--- src/rtl/mmio_fabric.sv ---
// Registered request/ready bus fabric between the core data port and up to eight slaves.
// Mask-based address decode, wait states, timeout, bus-error reporting and error capture.
module mmio_fabric #(
  parameter int                  NSLV    = 4,
  parameter logic [NSLV*32-1:0]  BASE    = {32'h3000_0000, 32'h2000_0000, 32'h8000_0000, 32'h1000_0000},
  parameter logic [NSLV*32-1:0]  MASK    = {4{32'hF000_0000}},
  parameter int                  TIMEOUT = 16
) (
  input  logic                 clk,
  input  logic                 n_rst,
  input  logic                 m_req,
  input  logic [31:0]          m_addr,
  input  logic                 m_we,
  input  logic [3:0]           m_be,
  input  logic [31:0]          m_wdata,
  output logic                 m_ack,
  output logic                 m_err,
  output logic [31:0]          m_rdata,
  output logic [NSLV-1:0]      s_sel,
  output logic [31:0]          s_addr,
  output logic                 s_we,
  output logic [3:0]           s_be,
  output logic [31:0]          s_wdata,
  input  logic [NSLV*32-1:0]   s_rdata,
  input  logic [NSLV-1:0]      s_ready,
  input  logic                 err_clr,
  output logic [31:0]          err_addr,
  output logic [7:0]           err_cnt
);

  typedef enum logic [1:0] {ST_IDLE, ST_ACCESS, ST_RESP} state_t;

  state_t            r_state;
  state_t            w_state_next;

  logic [NSLV-1:0]   r_sel;
  logic [31:0]       r_addr;
  logic              r_we;
  logic [3:0]        r_be;
  logic [31:0]       r_wdata;
  logic [7:0]        r_timer;
  logic              r_ack;
  logic              r_err;
  logic [31:0]       r_rdata;
  logic [31:0]       r_err_addr;
  logic [7:0]        r_err_cnt;

  logic [NSLV-1:0]   w_hit;
  logic [NSLV-1:0]   w_hit_first;
  logic [31:0]       w_rd_masked [NSLV];
  logic [31:0]       w_rdata_sel;
  logic              w_ready;
  logic              w_timeout;

  logic [NSLV-1:0]   w_sel_next;
  logic              w_latch;
  logic [7:0]        w_timer_next;
  logic              w_ack_next;
  logic              w_err_next;
  logic [31:0]       w_rdata_next;
  logic              w_err_event;
  logic [31:0]       w_addr_cur;
  logic [7:0]        w_cnt_base;
  logic [7:0]        w_cnt_next;

  // Per-slave window compare and read-data gating by the registered select.
  generate
    for (genvar gi = 0; gi < NSLV; gi++) begin : g_slv
      assign w_hit[gi] = (m_addr & MASK[32*gi +: 32]) == (BASE[32*gi +: 32] & MASK[32*gi +: 32]);
      assign w_rd_masked[gi] = s_rdata[32*gi +: 32] & {32{r_sel[gi]}};
    end
  endgenerate

  // Isolating the lowest set bit gives lowest-index priority on overlapping windows.
  assign w_hit_first = w_hit & (~w_hit + NSLV'(1));

  always_comb begin
    w_rdata_sel = '0;
    for (int i = 0; i < NSLV; i++) begin
      w_rdata_sel = w_rdata_sel | w_rd_masked[i];
    end
  end

  assign w_ready   = |(s_ready & r_sel);
  assign w_timeout = (r_timer == 8'(TIMEOUT - 1));

  always_ff @(posedge clk or negedge n_rst) begin
    if (!n_rst) begin
      r_state <= ST_IDLE;
    end else begin
      r_state <= w_state_next;
    end
  end

  always_comb begin
    w_state_next = r_state;
    w_sel_next   = r_sel;
    w_latch      = 1'b0;
    w_timer_next = r_timer;
    w_ack_next   = 1'b0;
    w_err_next   = 1'b0;
    w_rdata_next = r_rdata;
    w_err_event  = 1'b0;
    case (r_state)
      ST_IDLE: begin
        if (m_req) begin
          w_latch = 1'b1;
          if (|w_hit) begin
            w_sel_next   = w_hit_first;
            w_timer_next = '0;
            w_state_next = ST_ACCESS;
          end else begin
            w_sel_next   = '0;
            w_ack_next   = 1'b1;
            w_err_next   = 1'b1;
            w_rdata_next = '0;
            w_err_event  = 1'b1;
            w_state_next = ST_RESP;
          end
        end
      end
      ST_ACCESS: begin
        // Ready is tested first so that it wins over a coincident timeout.
        if (w_ready) begin
          w_sel_next   = '0;
          w_rdata_next = w_rdata_sel;
          w_ack_next   = 1'b1;
          w_state_next = ST_RESP;
        end else if (w_timeout) begin
          w_sel_next   = '0;
          w_rdata_next = '0;
          w_ack_next   = 1'b1;
          w_err_next   = 1'b1;
          w_err_event  = 1'b1;
          w_state_next = ST_RESP;
        end else begin
          w_timer_next = r_timer + 8'd1;
        end
      end
      ST_RESP: begin
        w_state_next = ST_IDLE;
      end
      default: begin
        w_sel_next   = '0;
        w_state_next = ST_IDLE;
      end
    endcase
  end

  // A clear coinciding with an error is applied first, then the error is counted.
  assign w_addr_cur = w_latch ? m_addr : r_addr;
  assign w_cnt_base = err_clr ? 8'd0 : r_err_cnt;
  assign w_cnt_next = !w_err_event ? w_cnt_base :
                      (w_cnt_base == 8'hFF) ? 8'hFF : w_cnt_base + 8'd1;

  always_ff @(posedge clk or negedge n_rst) begin
    if (!n_rst) begin
      r_sel      <= '0;
      r_addr     <= '0;
      r_we       <= 1'b0;
      r_be       <= '0;
      r_wdata    <= '0;
      r_timer    <= '0;
      r_ack      <= 1'b0;
      r_err      <= 1'b0;
      r_rdata    <= '0;
      r_err_addr <= '0;
      r_err_cnt  <= '0;
    end else begin
      r_sel   <= w_sel_next;
      r_timer <= w_timer_next;
      r_ack   <= w_ack_next;
      r_err   <= w_err_next;
      r_rdata <= w_rdata_next;
      if (w_latch) begin
        r_addr  <= m_addr;
        r_we    <= m_we;
        r_be    <= m_be;
        r_wdata <= m_wdata;
      end
      if (w_err_event) begin
        r_err_addr <= w_addr_cur;
      end
      r_err_cnt <= w_cnt_next;
    end
  end

  assign m_ack    = r_ack;
  assign m_err    = r_err;
  assign m_rdata  = r_rdata;
  assign s_sel    = r_sel;
  assign s_addr   = r_addr;
  assign s_we     = r_we;
  assign s_be     = r_be;
  assign s_wdata  = r_wdata;
  assign err_addr = r_err_addr;
  assign err_cnt  = r_err_cnt;

endmodule

--- config.mk ---
export PLATFORM = sky130hd
export DESIGN_NAME = mmio_fabric
export DESIGN_NICKNAME = d
export VERILOG_FILES = /design/src/rtl/mmio_fabric.sv
export SDC_FILE = /design/constraint.sdc
export NUM_CORES = 1
export LEC_CHECK = 0
export ABC_AREA = 1
export CORE_ASPECT_RATIO = 1.25
export CORE_MARGIN = 1.5
export CORE_UTILIZATION = 40
export CTS_BUF_LIST = sky130_fd_sc_hd__clkbuf_2 sky130_fd_sc_hd__clkbuf_4 sky130_fd_sc_hd__clkbuf_8
export CTS_CLUSTER_SIZE = 14
export DETAILED_ROUTE_END_ITERATION = 7
export DONT_BUFFER_PORTS = 1
export GPL_TIMING_DRIVEN = 0
export PLACE_DENSITY = 0.64
export REMOVE_ABC_BUFFERS = 1
export SETUP_SLACK_MARGIN = 0.05
export SLEW_MARGIN = 0
export SYNTH_ARGS = -nofsm -noshare
export SYNTH_HDL_FRONTEND = slang
export SYNTH_SLANG_ARGS = --single-unit
--- constraint.sdc ---
create_clock -name clk -period 1.69 [get_ports clk]
set_clock_uncertainty 0.05 [all_clocks]
set_input_delay 0.0845 -clock clk [delete_from_list [all_inputs] [get_ports clk]]
set_output_delay 0.0845 -clock clk [all_outputs]
set_load 0.01 [all_outputs]
After elaboration in Yosys (flattened, before gate mapping)
Cells that the tools add are included.

storage, ports and cells
  RAM bits = 0
  register bits = 157
  word-level logic and storage cells = 81
  latch bits = 0
  ROM bits = 0
  output and inout port bits = 147
  input port bits = 205
  memories = 0

operators by class
  eq/ne operators = 14
  $lt $le $gt $ge = 0
  div/mod/pow operators = 0
  reduce and logical (&&, ||, !) cells = 8
  multiply operators = 0
  bitwise operators = 11
  $add $sub $neg = 3
  shift-type cells = 0
  multiplexer cells = 33

operator list
  kind                                            count
  2-to-1 mux 32 bit                               5
  bitwise AND 32 bit                              4
  OR 32 bit                                       3
  one-hot mux 32 bit (2 select lines)             1
  2-to-1 mux 8 bit                                7
  adder 8 x 1 -> 8 bit (second input constant)    2
  2-to-1 mux 4 bit                                4
  one-hot mux 8 bit (2 select lines)              1
  one-hot mux 4 bit (3 select lines)              1
  inequality test 2 bit (second input constant)   5
  bitwise AND 4 bit                               2
  == test 4 x 2 -> 1 bit (second input constant)  2
  == test 8 x 4 -> 1 bit (second input constant)  1
  == test 8 bit (second input constant)           1
  2-to-1 mux 2 bit                                4
  OR reduction 4 bit                              2
  2-to-1 mux 1 bit                                7
  AND reduction 5 bit                             1
  adder 4 x 1 -> 4 bit (second input constant)    1
  == test 4 x 1 -> 1 bit (second input constant)  1
  == test 4 bit (second input constant)           1
  NOT 4 bit                                       1
  one-hot mux 1 bit (2 select lines)              2
  one-hot mux 2 bit (2 select lines)              1
  9 further kinds                                 9

Depth between registers and ports, before layout
Gate-level depths: netlist (run 1).

  depth after elaboration = 7
  gate-level depth with buffers = 10
  gate-level depth less buffers = 10

Worst setup path after synthesis (run 1)
Ideal clock, no wire load.

  kind = register -> register
  start point = reg r_err_cnt[0] (netlist: err_cnt[0])
  end point = reg r_err_cnt[6] (netlist: err_cnt[6])
  setup slack = 0.164 ns
  data arrival time = 1.411 ns
  path buffers = 0
  clock period less this slack = 1.526 ns
  library setup time = 0.065 ns
  cell stages (with the launch flop) = 10
  data required time = 1.575 ns
  cells stage by stage = dfrtp_1 -> inv_1 -> nor2_1 -> ha_1 -> nand2_1 -> nor2_1 -> nand3_2 -> nand3_1 -> nand2_1 -> nand2_1

on the way
  longest elaborated chain between the ends = 4
  elaborated cells between the ends (all ways) = 5
  classes of those cells = add/sub: 1; eq/ne: 1; mux: 3

ends and longest elaborated chain
  item                                                   line  RTL
  start, declared                                        46    logic [7:0] r_err_cnt;
  start signal, assigned                                 184   r_err_cnt <= w_cnt_next;
  2-to-1 mux 8 bit (*)                                   152   assign w_cnt_base = err_clr ? 8'd0 : r_err_cnt;
  adder 8 x 1 -> 8 bit or == test 8 bit (tied branches)  154   (w_cnt_base == 8'hFF) ? 8'hFF : w_cnt_base + 8'd1;
  2-to-1 mux 8 bit (*)                                   154
  2-to-1 mux 8 bit (*)                                   153   assign w_cnt_next = !w_err_event ? w_cnt_base :
  via w_cnt_next[6]                                      64    logic [7:0] w_cnt_next;

Mark *: on every way through the listed nets, which the timed path passes. The rest lies on a longest branch.
A chain may end at the register's enable or synchronous reset.

Worst setup path after layout (run 1)
  start point = reg r_timer[0]
  end point = reg r_err_addr[30] (netlist: err_addr[30])

on the way
  longest elaborated chain between the ends = 4

ends and longest elaborated chain
  item                                line  RTL
  start, declared                     41    logic [7:0] r_timer;
  start signal, assigned              171   r_timer <= w_timer_next;
  == test 8 x 4 -> 1 bit              85    assign w_timeout = (r_timer == 8'(TIMEOUT - 1));
  2-to-1 mux 1 bit                    129   end else if (w_timeout) begin
  2-to-1 mux 1 bit                    124   if (w_ready) begin
  one-hot mux 1 bit (2 select lines)  104   case (r_state)
  end signal, assigned                182   r_err_addr <= w_addr_cur;
  end, declared                       45    logic [31:0] r_err_addr;

Every way passes these cells.

==> results of run 1 <==
## worst max-delay path by stage
stage	slack, ns	end	from
after CTS	-0.02	r_timer[0]	s_sel[2]
final	-0.01	err_addr[30]	r_timer[0]
after global routing	-0.08	err_addr[15]	r_timer[0]
after global placement	-2.63	err_addr[5]	r_state[1]
after detailed placement	-1.38	err_addr[5]	s_sel[3]
after floorplan	-0.90	err_cnt[7]	r_state[1]
## cell families (layout without fill, tap and decap cells)
logic type / Yosys count / in the layout
buffers and inverters: 82 / 316
other: 0 / 3
AOI/OAI and AO/OA: 11 / 11
and+or+nand+nor: 707 / 727
adders and majority gates: 2 / 2
DFF: 157 / 157
## critical path, stage by stage, from the launching register on
cell and delay [ns]:
dfrtp_1 0.43, ha_4 0.18, nand3_4 0.09, nor2_4 0.15
buf_12 0.13, nand3_4 0.16, buf_12 0.22, nand2_8 0.10
nand2_1 0.06, nand2_1 0.06
## metrics by stage
| stage | setup TNS (ns) | hold slack, ns |
|---|---|---|
| 2_1_floorplan | -69.76 | -0.261 |
| 3_3_place_gp | -224.22 | -0.258 |
| 3_5_place_dp | -171.17 | -0.258 |
| 4_1_cts | -0.0804 | -0.775 |
| 5_1_grt | -3.89 | -0.788 |
| 6_report | -0.0357 | -0.747 |
## layer usage
| metal | global-route usage | up-vias |
|---|---|---|
| met5 | 0 | - |
| met4 | 0.208 | 0 |
| met3 | 0.107 | 130 |
| met2 | 0.555 | 540 |
| met1 | 0.362 | 3762 |
| li1 | - | 3543 |
## layout by cell type (no fill, tap or decap), types with 3 or more instances in the layout
cell type      Yosys  layout
nand2_1          536     491
dlygate4sd3_1      0     202
dfrtp_1          157     148
nand3_1           92      84
nand2_2            3      43
nand4_1           38      38
buf_4              6      27
inv_1             25      24
clkbuf_8           0      18
nor2_1            19      13
nand2_8            0      12
buf_6              6      10
nand3_4            1       9
nand2_4            4       9
buf_12             0       9
nand3_2            2       8
nor2_4             1       7
inv_6              0       7
o21ai_0            5       5
o21ai_2            5       5
dfrtp_2            0       5
inv_2              4       4
inv_8              0       4
dfrtp_4            0       4
diode_2            0       3
nor3_1             3       3
## layout make-up
type                       count  area share
antenna                        3    0.000673
timing repair buffer         254       0.237
clock buffer                  18      0.0222
tap                          228      0.0256
timing repair inverter         1     0.00101
inverter                      29      0.0121
multi-input combinational    740       0.334
clock inverter                14      0.0129
sequential                   157       0.354
## report_power, final
group | total [mW] | leakage (nW) | switching [mW] | internal, mW
sequential | 6.72 | 2.01 | 1.70 | 5.02
clock | 2.79 | 0.197 | 1.65 | 1.14
combinational | 4.95 | 3.26 | 3.07 | 1.88
total | 14.5 | 5.48 | 6.42 | 8.04
## flip-flops by register name, summed over array words and instances (netlist names)
name and cells:
m_ack 1, s_addr 32, r_state 2, s_be 4, err_addr 32, m_rdata 32
s_sel 4, m_err 1, r_timer 8, s_we 1, err_cnt 8, s_wdata 32
## timing repair
| action | in CTS | in global routing |
|---|---|---|
| hold buffers | 202 | 1 |
| gates resized for setup | 75 | 51 |
| setup endpoints to repair | 161 | 124 |
| pin swaps | 22 | 15 |
| gates cloned | 18 | 5 |
| hold endpoints to repair | 301 | 169 |
| setup buffers | 41 | 7 |
==> results.toml, run 1 <==
[critical_path]
crit_required_ns = 2.03
r2r-start = "r_timer[0]"
crit_arrival_ns = 2.04
critPathKind = "flop to flop"
rr_worst_depth = 9
r2r_slack_ns = -0.01
startpoint_type = "flop"
end_kind = "flop"
reg2reg_to = "err_addr[30]"
cp_max_fo = 6

[timing]
finalCritPeriodShare = 1.01
slew_violations = 0
hold_ws_ns = -0.747
setup_viol = 7
relSlewSlack = 0.570
final.setup.worst_slack_ns = -0.0110
rsz0062_at_grt = "yes"
max_slew.worst_pin.slew_ns = 0.644
fin_crit_ns = 1.70
hold_violations = 157
max_freq_ghz = 0.588

[die]
core_sq_um = 18200
die_y_microns = 155
die_area_sq_um = 19400
die_width_microns = 125
rows = 55
io_pins = 352
start_util = 0.409

[logic_synthesis]
synthCells = 959
ys_warn_count = 0
synth.most_common_cell = "nand2_1"
synthFlopType = "dfrtp_1"
async_reset_ff_frac = 1.00
synth_top_family_by_area = "simple AND/OR/NAND/NOR gates"
synth_xor_area_frac = 0
yosysSeqAreaShare = 0.528
yosys.area.top_type = "dfrtp_1"
ys_ff_latch = 157
synth_compound_area_frac = 0.00993
netlist_area_sq_um = 7440
synth_cell_type_count = 28
synthAdderAreaFrac = 0.00337
synth_area_leaders = "dfrtp_1 53%, nand2_1 27%, nand3_1 6.2%"
synth_top_area_frac = 0.528
yosys.area_share.simple = 0.403
muxShareOfSynthArea = 0
synth_edf_count = 0
syn_area_per_cell_sq_um = 7.75
yosys-top-cells-count = "536 x nand2_1, 157 x dfrtp_1, 92 x nand3_1, 38 x nand4_1, 28 x buf_2"

[clocking]
cts.sinks = 157
clk_pin_slew_ns = 0.10
cts_max_path_buffers = 2
htreeDepth = 4
tritoncts.num_buffers = 17
worstSkewPairLatency_ns = 0.46
cts-root-buf = "clkbuf_8"
tritoncts = "built"

[global_routing]
antenna_found_initial = 2
grt_pass1_vias = 8195
grt_use_total = 0.330
grt_max_degree = 158
grt_pass1_wl_microns = 48300
grt_overflow = 0

[placement]
placed_cells = 1135
hpwl_microns = 15300
place_area_sq_um = 7450
post-place-ws_ns = -1.38
gp_congestion = 0.947
portBuffers = 0

[drt]
avgViaCountPerCell = 5.52
met1Wirelength_microns = 11600
vias = 7975
dr_wl_met3_microns = 3410
first_iter_violations = 646
finalWirelength_microns = 33100
drc = 0
antenna_left = 0
routed.top_layer = "met4"
met2WireLength_microns = 15900
routedWlPerCell_microns = 22.9
dr.pass1.iters = 6

[power]
leakagePower_nw = 5.48
p_per_area_nw_per_um2 = 1300
peakVddDrop_v = 0.000596
total_power_mw = 14.5

[cells_and_area]
instances_no_fill = 1444
seqCellArea_sq_um = 3950
final_util = 0.614
synthToLayoutAreaGrowth_pct = 50.0
final_area_sq_um = 11200
multi_input_area_sq_um = 3730
final_layout_size_suffix_gt1_frac = 0.165
n_fill_cell = 1463
nets = 1407

[outcome]
violations = "hold timing, setup timing"
status = "complete, but fails checks"

[hold_path]
hp-class = "input port to asynchronous set/reset pin"

[run]
max_cap_violations = 0
Note: power is estimated with default switching activity, not from simulation.
==> run 2, diff against run 1 <==
==> constraint.sdc (replaced) <==
create_clock -name clk -period 1.69 [get_ports clk]
set_clock_uncertainty 0.05 [all_clocks]
set_input_delay 0.0845 -clock clk [delete_from_list [all_inputs] [get_ports clk]]
set_output_delay 0.0845 -clock clk [all_outputs]
set_load 0.05 [all_outputs]
==> results.toml, run 2 (synthesis gave the netlist of run 1 again) <==
[outcome]
status = "complete, but fails checks"
violations = "hold timing, setup timing"

[critical_path]
startpoint_type = "flop"
slowest_stage = "dfrtp_4"
crit_required_ns = 2.03
crit_chain = "nand2_4 > nand2_4 > nor2_8 > buf_12 > buf_8 > nand2_8 > nand2_8 > nand3_2 > nand2_1"
max_stage_delay_ns = 0.64
cp_max_fo = 7
crit_arrival_ns = 2.17
critPathKind = "flop to flop"
end_kind = "flop"

[die]
die_width_microns = 125
die_y_microns = 155
rows = 55
start_util = 0.409
core_sq_um = 18200
die_area_sq_um = 19400
io_pins = 352

[global_routing]
grtUsageMet1 = 0.356
gr-usage-met2 = 0.550
grt_max_degree = 158
grt_pass1_wl_microns = 47900
grtUsageMet3 = 0.109
antenna_found_initial = 2
grt_use_total = 0.327
grt_overflow = 0
grt_pass1_vias = 8105
top_usage_layer = "met2"

[timing]
hold_violations = 157
max_slew.worst_pin.slew_ns = 0.622
slew_violations = 0
setup_viol = 70
final.setup.worst_slack_ns = -0.135
finalCritPeriodShare = 1.08
relSlewSlack = 0.586
fin_crit_ns = 1.82
hold_ws_ns = -0.742
tns_ns = -5.11
rsz0062_at_grt = "yes"
max_freq_ghz = 0.548

[power]
swShare = 0.562
p_per_area_nw_per_um2 = 1620
peakVddDrop_v = 0.000701
seq_power_share = 0.570
leakagePower_nw = 5.44
pwr-share-clk = 0.156
p_sw_mw = 10.2
p_int_mw = 7.93
p_comb_frac = 0.274

[cells_and_area]
final_area_sq_um = 11200
mostFrequentLayoutCell = "nand2_1"
final_layout_size_suffix_gt1_frac = 0.177
nets = 1401
n_fill_cell = 1433
final_cell_mix = "511 x nand2_1, 203 x dlygate4sd3_1, 146 x dfrtp_1"
multi_input_area_sq_um = 3870
instances_no_fill = 1437
synthToLayoutAreaGrowth_pct = 50.6
final_util = 0.616
seqCellArea_sq_um = 3950

[clocking]
cts_max_path_buffers = 2
tritoncts = "built"
worstSkewPairLatency_ns = 0.45
cts.sinks = 157
tritoncts.num_buffers = 17
cts-root-buf = "clkbuf_8"
htreeDepth = 4
clk_pin_slew_ns = 0.10

[placement]
gp_congestion = 0.947
place_area_sq_um = 7450
placed_cells = 1135
portBuffers = 0
hpwl_microns = 15300
post-place-ws_ns = -1.32

[run]
max_cap_violations = 0

[drt]
drc = 0
antenna_left = 0
routedWlPerCell_microns = 23.8
avgViaCountPerCell = 5.66
first_iter_violations = 661
dr.pass1.iters = 5
vias = 8135
finalWirelength_microns = 34100

[hold_path]
hp-class = "input port to asynchronous set/reset pin"
## run 2: power groups by stage
stage	clock network (mW)	logic, mW	registers, mW
after floorplan	0	2.20	9.98
after global placement	0	2.79	10.4
after detailed placement	0	2.89	10.4
after CTS	2.88	4.33	10.3
after global routing	3.04	5.39	10.5
final	2.83	4.96	10.3
## run 2: path summary, 6_finish.rpt
kind	startpoint	end	slack, ns	depth (start not counted)
setup / recovery	s_sel[1]	m_rdata[29]	-0.13	9
hold / removal	n_rst	s_addr[5]	-0.74	0
max in group asynchronous	n_rst	err_cnt[2]	2.04	0
setup reg to reg	s_sel[1]	m_rdata[29]	-0.13	9
min in group clk	m_req	err_addr[20]	0.03	4
hold reg to reg	r_timer[7]	r_timer[7]	0.56	2
## run 2: what timing repair did
| action | 4_1_cts | 5_1_grt |
|---|---|---|
| hold buffers | 202 | 1 |
| gates resized for setup | 63 | 82 |
| buffers inserted | 32 | 10 |
| pin swaps | 22 | 49 |
| gates cloned | 18 | 5 |
| endpoints found under the hold margin | 301 | 188 |
| setup endpoints to repair | 157 | 88 |
## run 2: critical path: cells and delay by family (launching register included)
family | cells | cell delay, ns
buffers and inverters | 2 | 0.26
and+or+nand+nor | 7 | 0.82
DFF | 1 | 0.64
## run 2: layout make-up
class	instances	area share
Sequential cell	157	0.353
Inverter	29	0.0123
Timing Repair inverter	1	0.000782
Tap cell	228	0.0255
Multi-Input combinational cell	740	0.345
Clock inverter	14	0.0130
Clock buffer	18	0.0221
Timing Repair Buffer	248	0.228
Antenna cell	2	0.000447
## run 2: per-layer routing
metal	vias to the layer above	share of wire
met5	-	0
met4	0	0.066
met3	167	0.11
met2	633	0.49
met1	3804	0.34
li1	3531	-
## run 2: stage by stage
step | power [mW] | hold slack [ns]
finish | 18.1 | -0.742
global route | 18.9 | -0.791
CTS | 17.5 | -0.774
detailed placement | 13.3 | -0.258
global placement | 13.2 | -0.258
floorplan | 12.2 | -0.261
